--- src/rtl/nand_three_seq.sv ---
// Self-checking stimulus sequencer for one nand_three gate: steps {A,B,C} through all
// eight vectors, samples Y after DWELL cycles, counts mismatches. Option: NAND_THREE_SEQ_GRAY_EN.
module nand_three_seq #(
  parameter int DWELL = 4,
  parameter int ERR_W = 4
) (
  input  logic             clk,
  input  logic             rst,
  input  logic             start,
  output logic             A,
  output logic             B,
  output logic             C,
  input  logic             Y,
  output logic             busy,
  output logic             done,
  output logic             pass,
  output logic [ERR_W-1:0] err_cnt,
  output logic [2:0]       fail_vec
);

  localparam logic [1:0] S_IDLE   = 2'd0;
  localparam logic [1:0] S_SETTLE = 2'd1;
  localparam logic [1:0] S_CHECK  = 2'd2;
  localparam logic [1:0] S_DONE   = 2'd3;

  localparam int              CNT_W    = (DWELL > 1) ? $clog2(DWELL) : 1;
  localparam logic [CNT_W-1:0] CNT_LAST = CNT_W'(DWELL - 1);

  logic [1:0]       r_state;
  logic [2:0]       r_idx;
  logic [CNT_W-1:0] r_cnt;
  logic [2:0]       r_abc;
  logic [ERR_W-1:0] r_err;
  logic [2:0]       r_fail;
  logic             r_ff;

  logic w_mismatch;

  // Vector index to applied {A,B,C}; the Gray build toggles exactly one input per step.
  function automatic logic [2:0] order(input logic [2:0] i);
`ifdef NAND_THREE_SEQ_GRAY_EN
    return i ^ (i >> 1);
`else
    return i;
`endif
  endfunction

  function automatic logic [ERR_W-1:0] sat_inc(input logic [ERR_W-1:0] v);
    return (&v) ? v : v + ERR_W'(1);
  endfunction

  assign w_mismatch = (Y != ~(&r_abc));

  always_ff @(posedge clk) begin
    if (rst) begin
      r_state <= S_IDLE;
      r_idx   <= 3'd0;
      r_cnt   <= '0;
      r_abc   <= 3'b000;
      r_err   <= '0;
      r_fail  <= 3'b000;
      r_ff    <= 1'b0;
    end else begin
      case (r_state)
        S_IDLE, S_DONE: begin
          if (start) begin
            r_state <= S_SETTLE;
            r_idx   <= 3'd0;
            r_cnt   <= '0;
            r_abc   <= order(3'd0);
            r_err   <= '0;
            r_fail  <= 3'b000;
            r_ff    <= 1'b0;
          end
        end
        S_SETTLE: begin
          if (r_cnt == CNT_LAST) r_state <= S_CHECK;
          else                   r_cnt   <= r_cnt + CNT_W'(1);
        end
        S_CHECK: begin
          if (w_mismatch) begin
            r_err <= sat_inc(r_err);
            if (!r_ff) begin
              r_fail <= r_abc;
              r_ff   <= 1'b1;
            end
          end
          if (r_idx == 3'd7) begin
            r_state <= S_DONE;
          end else begin
            r_idx   <= r_idx + 3'd1;
            r_abc   <= order(r_idx + 3'd1);
            r_cnt   <= '0;
            r_state <= S_SETTLE;
          end
        end
        default: r_state <= S_IDLE;
      endcase
    end
  end

  assign A        = r_abc[2];
  assign B        = r_abc[1];
  assign C        = r_abc[0];
  assign busy     = (r_state == S_SETTLE) || (r_state == S_CHECK);
  assign done     = (r_state == S_DONE);
  assign pass     = done && (r_err == '0);
  assign err_cnt  = r_err;
  assign fail_vec = r_fail;

endmodule

--- config.mk ---
export PLATFORM = sky130hd
export DESIGN_NAME = nand_three_seq
export DESIGN_NICKNAME = d
export VERILOG_FILES = /design/src/rtl/nand_three_seq.sv
export SDC_FILE = /design/constraint.sdc
export NUM_CORES = 1
export LEC_CHECK = 0
export ABC_AREA = 0
export ABC_CLOCK_PERIOD_IN_PS = 2700
export CORE_MARGIN = 5
export CORE_UTILIZATION = 55
export DETAILED_ROUTE_END_ITERATION = 6
export GPL_TIMING_DRIVEN = 0
export PLACE_DENSITY = 0.88
export REMOVE_ABC_BUFFERS = 1
export SLEW_MARGIN = 20
export SYNTH_ARGS = -nofsm -noshare
export SYNTH_HDL_FRONTEND = slang
export SYNTH_SLANG_ARGS = --single-unit
export TNS_END_PERCENT = 5
--- constraint.sdc ---
create_clock -name clk -period 2.7 [get_ports clk]
set_input_delay 0.405 -clock clk [delete_from_list [all_inputs] [get_ports clk]]
set_output_delay 0.405 -clock clk [all_outputs]
set_load 0.02 [all_outputs]
Word-level counts from Yosys, hierarchy flattened
Index checks and enable logic that the tools add are counted.
{ "word_totals": {"elab_cells": 58, "inputBits": 4, "ff_bits": 15, "output_inout_bits": 13} }
{ "classes": {"eq_ne": 13, "n_addsub": 3, "muxes": 21, "bitwise_logic": 1, "n_reduce_logical": 14} }
{ "op_table": {"columns": ["op", "n"], "rows": [
  ["2-bit inequality test, second input constant", 7],
  ["2-bit 2-to-1 mux", 6],
  ["3-bit 2-to-1 mux", 4],
  ["4-bit 2-to-1 mux", 3],
  ["2-bit one-hot mux with 3 select lines", 2],
  ["3-bit one-hot mux with 2 select lines", 2],
  ["3-bit AND reduction", 4],
  ["4-bit AND reduction", 3],
  ["4-bit one-hot mux with 2 select lines", 1],
  ["2-bit equality test, second input constant", 3],
  ["4-bit by 1-bit adder with 4-bit output, second input constant", 1],
  ["4-bit zero test", 1],
  ["3-bit by 1-bit adder with 3-bit output, second input constant", 1],
  ["3-bit equality test, second input constant", 1],
  ["2-bit by 1-bit adder with 2-bit output, second input constant", 1],
  ["2-bit by 1-bit equality test with 1-bit output, second input constant", 1],
  ["2-bit zero test", 1],
  ["1-bit 2-to-1 mux", 2],
  ["1-bit one-hot mux with 2 select lines", 1],
  ["2-bit AND reduction", 1],
  ["2-bit nonzero test", 1],
  ["2-bit OR reduction", 1],
  ["1-bit logical AND", 1],
  ["1-bit logical OR", 1],
  ["2 further kinds", 2]
]} }

Longest topological paths before layout
{ "depth": {"word_depth": 5, "depth_mapped": 6, "depth_no_buf": 5} }

Worst setup path before layout
No wires, ideal clock.
{ "synth_timing": {"path_type": "flip-flop to flip-flop", "startpoint": "reg r_abc[1]", "endpoint": "reg r_err[3], in the netlist err_cnt[3]", "synth_period_minus_slack_ps": 1648, "required_time_ps": 2614, "setup_ps": 86, "slack_ps": 1052, "arrival_ps": 1561, "path_buffers": 0, "path_stages_with_launch": 6, "cell_sequence": "dfxtp_1 -> ha_1 -> ha_1 -> xnor2_1 -> o21ai_0 -> a221oi_2"} }
{ "synth_between": {"elab_chain_len": 5} }
{ "synth_rtl": {"columns": ["element", "line_no", "text"], "rows": [
  ["start: declaration", "32", "logic [2:0] r_abc;"],
  ["start signal: assignment", "70", "r_abc <= order(3'd0);"],
  ["start signal: assignment", "92", "r_abc <= order(r_idx + 3'd1);"],
  ["3-bit AND reduction", "52", "assign w_mismatch = (Y != ~(&r_abc));"],
  ["1-bit inverter", "52", null],
  ["1-bit inequality test", "52", null],
  ["2-bit inequality test (no source line)", null, null],
  ["4-bit AND reduction (no source line)", null, null],
  ["end signal: assignment", "82", "r_err <= sat_inc(r_err);"],
  ["end: declaration", "33", "logic [ERR_W-1:0] r_err;"]
]} }
No other way between the ends.
A chain may end at the register's enable or synchronous reset.

Worst setup path in the final report
{ "layout_timing": {"startpoint": "reg r_state[0]", "endpoint": "out busy"} }
{ "layout_between": {"elab_chain_len": 2, "word_cells_on_any_way": 3, "cone_classes": "2 x eq/ne; 1 x reduce/logical"} }
{ "layout_rtl": {"columns": ["element", "line_no", "text"], "rows": [
  ["start: declaration", "29", "logic [1:0] r_state;"],
  ["start signal: assignment", "56", "r_state <= S_IDLE;"],
  ["start signal: assignment", "67", "r_state <= S_SETTLE;"],
  ["start signal: assignment", "77", "if (r_cnt == CNT_LAST) r_state <= S_CHECK;"],
  ["2-bit by 1-bit equality test with 1-bit output or 2-bit equality test (tied branches)", "105", "assign busy = (r_state == S_SETTLE) || (r_state == S_CHECK);"],
  ["1-bit logical OR *", "105", null],
  ["end: declaration", "14", "output logic busy,"]
]} }
Every way passes the cells marked *; elsewhere a longest branch is shown, timed or not.

==> impl_metrics.env <==
export IMPL_path_class="flop to output port"
export IMPL_grt_pass1_wl_um=3490
export IMPL_register_area_um2=300
export IMPL_cts_setup_buffers=0
export IMPL_h_tree_depth=1
export IMPL_routabilityCongestion=0.813
export IMPL_critPathMaxFanout=6
export IMPL_drc=0
export IMPL_p_per_area_nw_per_um2=402
export IMPL_cp_arrival_ps=1810
export IMPL_grt_max_degree=21
export IMPL_first_pass_iters=4
export IMPL_drive_gt1_frac=0.127
export IMPL_via_per_inst=5.73
export IMPL_status="finished, final reports clean"
export IMPL_rsz0062_at_grt="false"
export IMPL_power_leakage_nw=0.448
export IMPL_core_area_um2=1710
export IMPL_synthDistinctLibCells=41
export IMPL_cts_resized=0
export IMPL_cts_tree="yes"
export IMPL_ant_nets=0
export IMPL_io_buffers=16
export IMPL_pwr_share_comb=0.214
export IMPL_nets=132
export IMPL_clk_pin_slew_worst_paths_ps=90
export IMPL_fillers=131
export IMPL_hpwl_um=1440
export IMPL_fin_skew_ps=3.48
export IMPL_p_clk_frac=0.281
export IMPL_hold_violations=0
export IMPL_track_usage=0.172
export IMPL_fmax_mhz=450
export IMPL_die_y_um=51.9
export IMPL_ys_warn_count=0
export IMPL_postSynthCellCount=102
export IMPL_initial_core_util=0.566
export IMPL_grt_pass1_vias=845
export IMPL_synthToLayoutAreaGrowth_pct=20.7
export IMPL_synth_area_per_cell_um2=9.48
export IMPL_routedWlPerCell_um=14.0
export IMPL_die_w_um=51.9
export IMPL_ctsRootBufferMaster="clkbuf_4"
export IMPL_regToRegEndpoint="fail_vec[1]"
export IMPL_endpoint_kind="output port"
export IMPL_wl_um=2000
export IMPL_slew_viol_final=0
export IMPL_path_cells="inv_1, ha_1, inv_1, clkdlybuf4s50_1"
export IMPL_tns_ps=0
export IMPL_grt_ovfl_total=0
export IMPL_setup_viol=0
export IMPL_vdd_drop_max_mv=0.309
export IMPL_cp_start_kind="flop"
export IMPL_cap_violations=0
export IMPL_p_total_mw=0.469
export IMPL_p_seq_frac=0.505
export IMPL_cp_slowest_cell="clkdlybuf4s50_1"
export IMPL_drt_iter0_drc=14
export IMPL_syn_area_um2=967
export IMPL_hp_class="flop to flop"
export IMPL_period_needed_ps=2220
export IMPL_min_from="fail_vec[0]"
export IMPL_worstHoldPathCells=2
export IMPL_clkLatencyLatePin_ps=280
export IMPL_slew_limit_headroom=0.553
export IMPL_min_to="fail_vec[0]"
export IMPL_cts_hold_buffers=0
export IMPL_die_area_um2=2700
export IMPL_period_share=0.822
export IMPL_cpMostUsedCell="inv_1"
export IMPL_multi_input_area_um2=619
export IMPL_rr_worst_depth=5
export IMPL_antenna_cells=0
export IMPL_crit_path_max_incr_delay_ps=600
export IMPL_ff2ff_setup_slack_ps=820
export IMPL_vias=820
export IMPL_clock_sinks=15
export IMPL_cts_inserted_buffers=3
export IMPL_fin_util=0.684
export IMPL_p_sw_frac=0.294
export IMPL_seq_area_frac_synth=0.310
export IMPL_tightest_slew_ps=669
export IMPL_antenna_found_initial=0
export IMPL_ios=17
export IMPL_internal_power_mw=0.331
export IMPL_clockBufferDepth=2
export IMPL_switching_power_mw=0.138
export IMPL_row_count=15
export IMPL_r2r_start="r_state[0]"
export IMPL_cp_required_ps=2300
export IMPL_ys_ff_latch=15
state kept, by name (all words and copies together) (netlist names):
signal    cells
err_cnt       4
r_ff          1
r_state       2
r_cnt         2
r_abc         3
fail_vec      3
worst max-delay path by stage:
stage / from / to / slack (ps) / cells past startpoint
final: r_state[0] / busy / 480 / 4
after global routing: r_state[0] / busy / 360 / 4
after CTS: r_state[0] / busy / 480 / 4
after detailed placement: r_state[0] / busy / 800 / 4
after global placement: r_state[0] / busy / 810 / 4
after floorplan: r_abc[1] / err_cnt[3] / 1050 / 5
metrics by stage:
| step | setup WS [ps] | cell area [um2] | hold WS, ps | std cells |
|---|---|---|---|---|
| floorplan | 1050 | 950 | 442 | 98 |
| global placement | 810 | 1140 | 455 | 139 |
| detailed placement | 795 | 1140 | 466 | 139 |
| CTS | 479 | 1170 | 481 | 143 |
| global route | 359 | 1170 | 518 | 143 |
| finish | 480 | 1170 | 481 | 143 |
logic make-up (layout without fill, tap and decap cells):
group | after synthesis | count (layout) | synth area share
buf+inv | 12 | 28 | 0.0492
fa+ha+maj | 9 | 9 | 0.116
flops | 15 | 15 | 0.310
compound gates | 26 | 26 | 0.237
xor+xnor | 2 | 2 | 0.0181
mux | 5 | 5 | 0.0543
simple gates | 33 | 33 | 0.215
cells in the mapped netlist:
cell type,n,area [um2]
dfxtp_1,15,300
ha_1,9,113
a21oi_1,7,35.0
inv_1,7,26.3
nand2b_1,6,37.5
o31ai_1,5,37.5
nand2_1,4,15.0
nand3b_1,4,30.0
nand4_1,4,25.0
mux2i_1,3,30.0
o21ai_0,3,15.0
buf_2,2,10.0
clkbuf_1,2,7.51
mux2_2,2,22.5
nor2b_1,2,12.5
nor3_1,2,10.0
a211o_1,1,8.76
a211oi_2,1,12.5
a221oi_2,1,15.0
and2_1,1,6.26
and2_2,1,7.51
and3b_2,1,10.0
inv_2,1,3.75
nand3_1,1,5.00
nand4b_1,1,8.76
nor2_1,1,3.75
nor2b_2,1,8.76
o2111ai_1,1,8.76
o211a_1,1,10.0
o21ai_1,1,5.00
o221a_1,1,11.3
o221a_4,1,20.0
o22ai_1,1,6.26
o32ai_2,1,16.3
o41ai_4,1,27.5
or2_2,1,6.26
or2b_1,1,7.51
or3_1,1,6.26
or4_1,1,7.51
xnor2_1,1,8.76
xor2_1,1,8.76
area by class of cell:
type | instances | share of cell area
flip-flops and latches | 15 | 0.257
inverters | 8 | 0.0257
clock buffers | 4 | 0.0225
well taps | 25 | 0.0268
repair buffers | 16 | 0.137
multi-input cells | 75 | 0.531
layer usage:
| metal | GRT usage | vias to the layer above | routed length, um |
|---|---|---|---|
| li1 | - | 403 | - |
| met1 | 0.189 | 393 | 920 |
| met2 | 0.301 | 20 | 967 |
| met3 | 0.0487 | 4 | 87 |
| met4 | 0.0786 | 0 | 25 |
| met5 | 0 | - | 0 |
cell usage in the layout (no fill, tap or decap), drive strengths merged:
| master | instances |
|---|---|
| nand4 | 4 |
| o22ai | 1 |
| clkbuf | 4 |
| nor2 | 1 |
| nand4b | 1 |
| o211a | 1 |
| mux2i | 3 |
| or4 | 1 |
| or2 | 1 |
| clkdlybuf4s50 | 16 |
| o21ai | 4 |
| a211oi | 1 |
| o32ai | 1 |
| o2111ai | 1 |
| o31ai | 5 |
| dfxtp | 15 |
| ha | 9 |
| xnor2 | 1 |
| or2b | 1 |
| nand2b | 6 |
| nand2 | 4 |
| or3 | 1 |
| o221a | 2 |
| and3b | 1 |
| nor2b | 3 |
| a21oi | 7 |
| a211o | 1 |
| nand3b | 4 |
| inv | 8 |
| nor3 | 2 |
| a221oi | 1 |
| nand3 | 1 |
| xor2 | 1 |
| o41ai | 1 |
| mux2 | 2 |
| and2 | 2 |
power by group through the flow:
stage / logic [mW] / registers (mW) / clock network, mW
after global placement: 0.0969 / 0.242 / 0
after detailed placement: 0.0990 / 0.242 / 0
after floorplan: 0.0696 / 0.242 / 0
after global routing: 0.110 / 0.239 / 0.147
final: 0.101 / 0.237 / 0.132
after CTS: 0.0999 / 0.237 / 0.133
worst max-delay path, delay by kind of cell, from the launching register on:
family / cells / cell delay, ps
buf+inv: 3 / 760
fa+ha+maj: 1 / 370
flops: 1 / 410
Note: power is estimated with default switching activity, not from simulation.
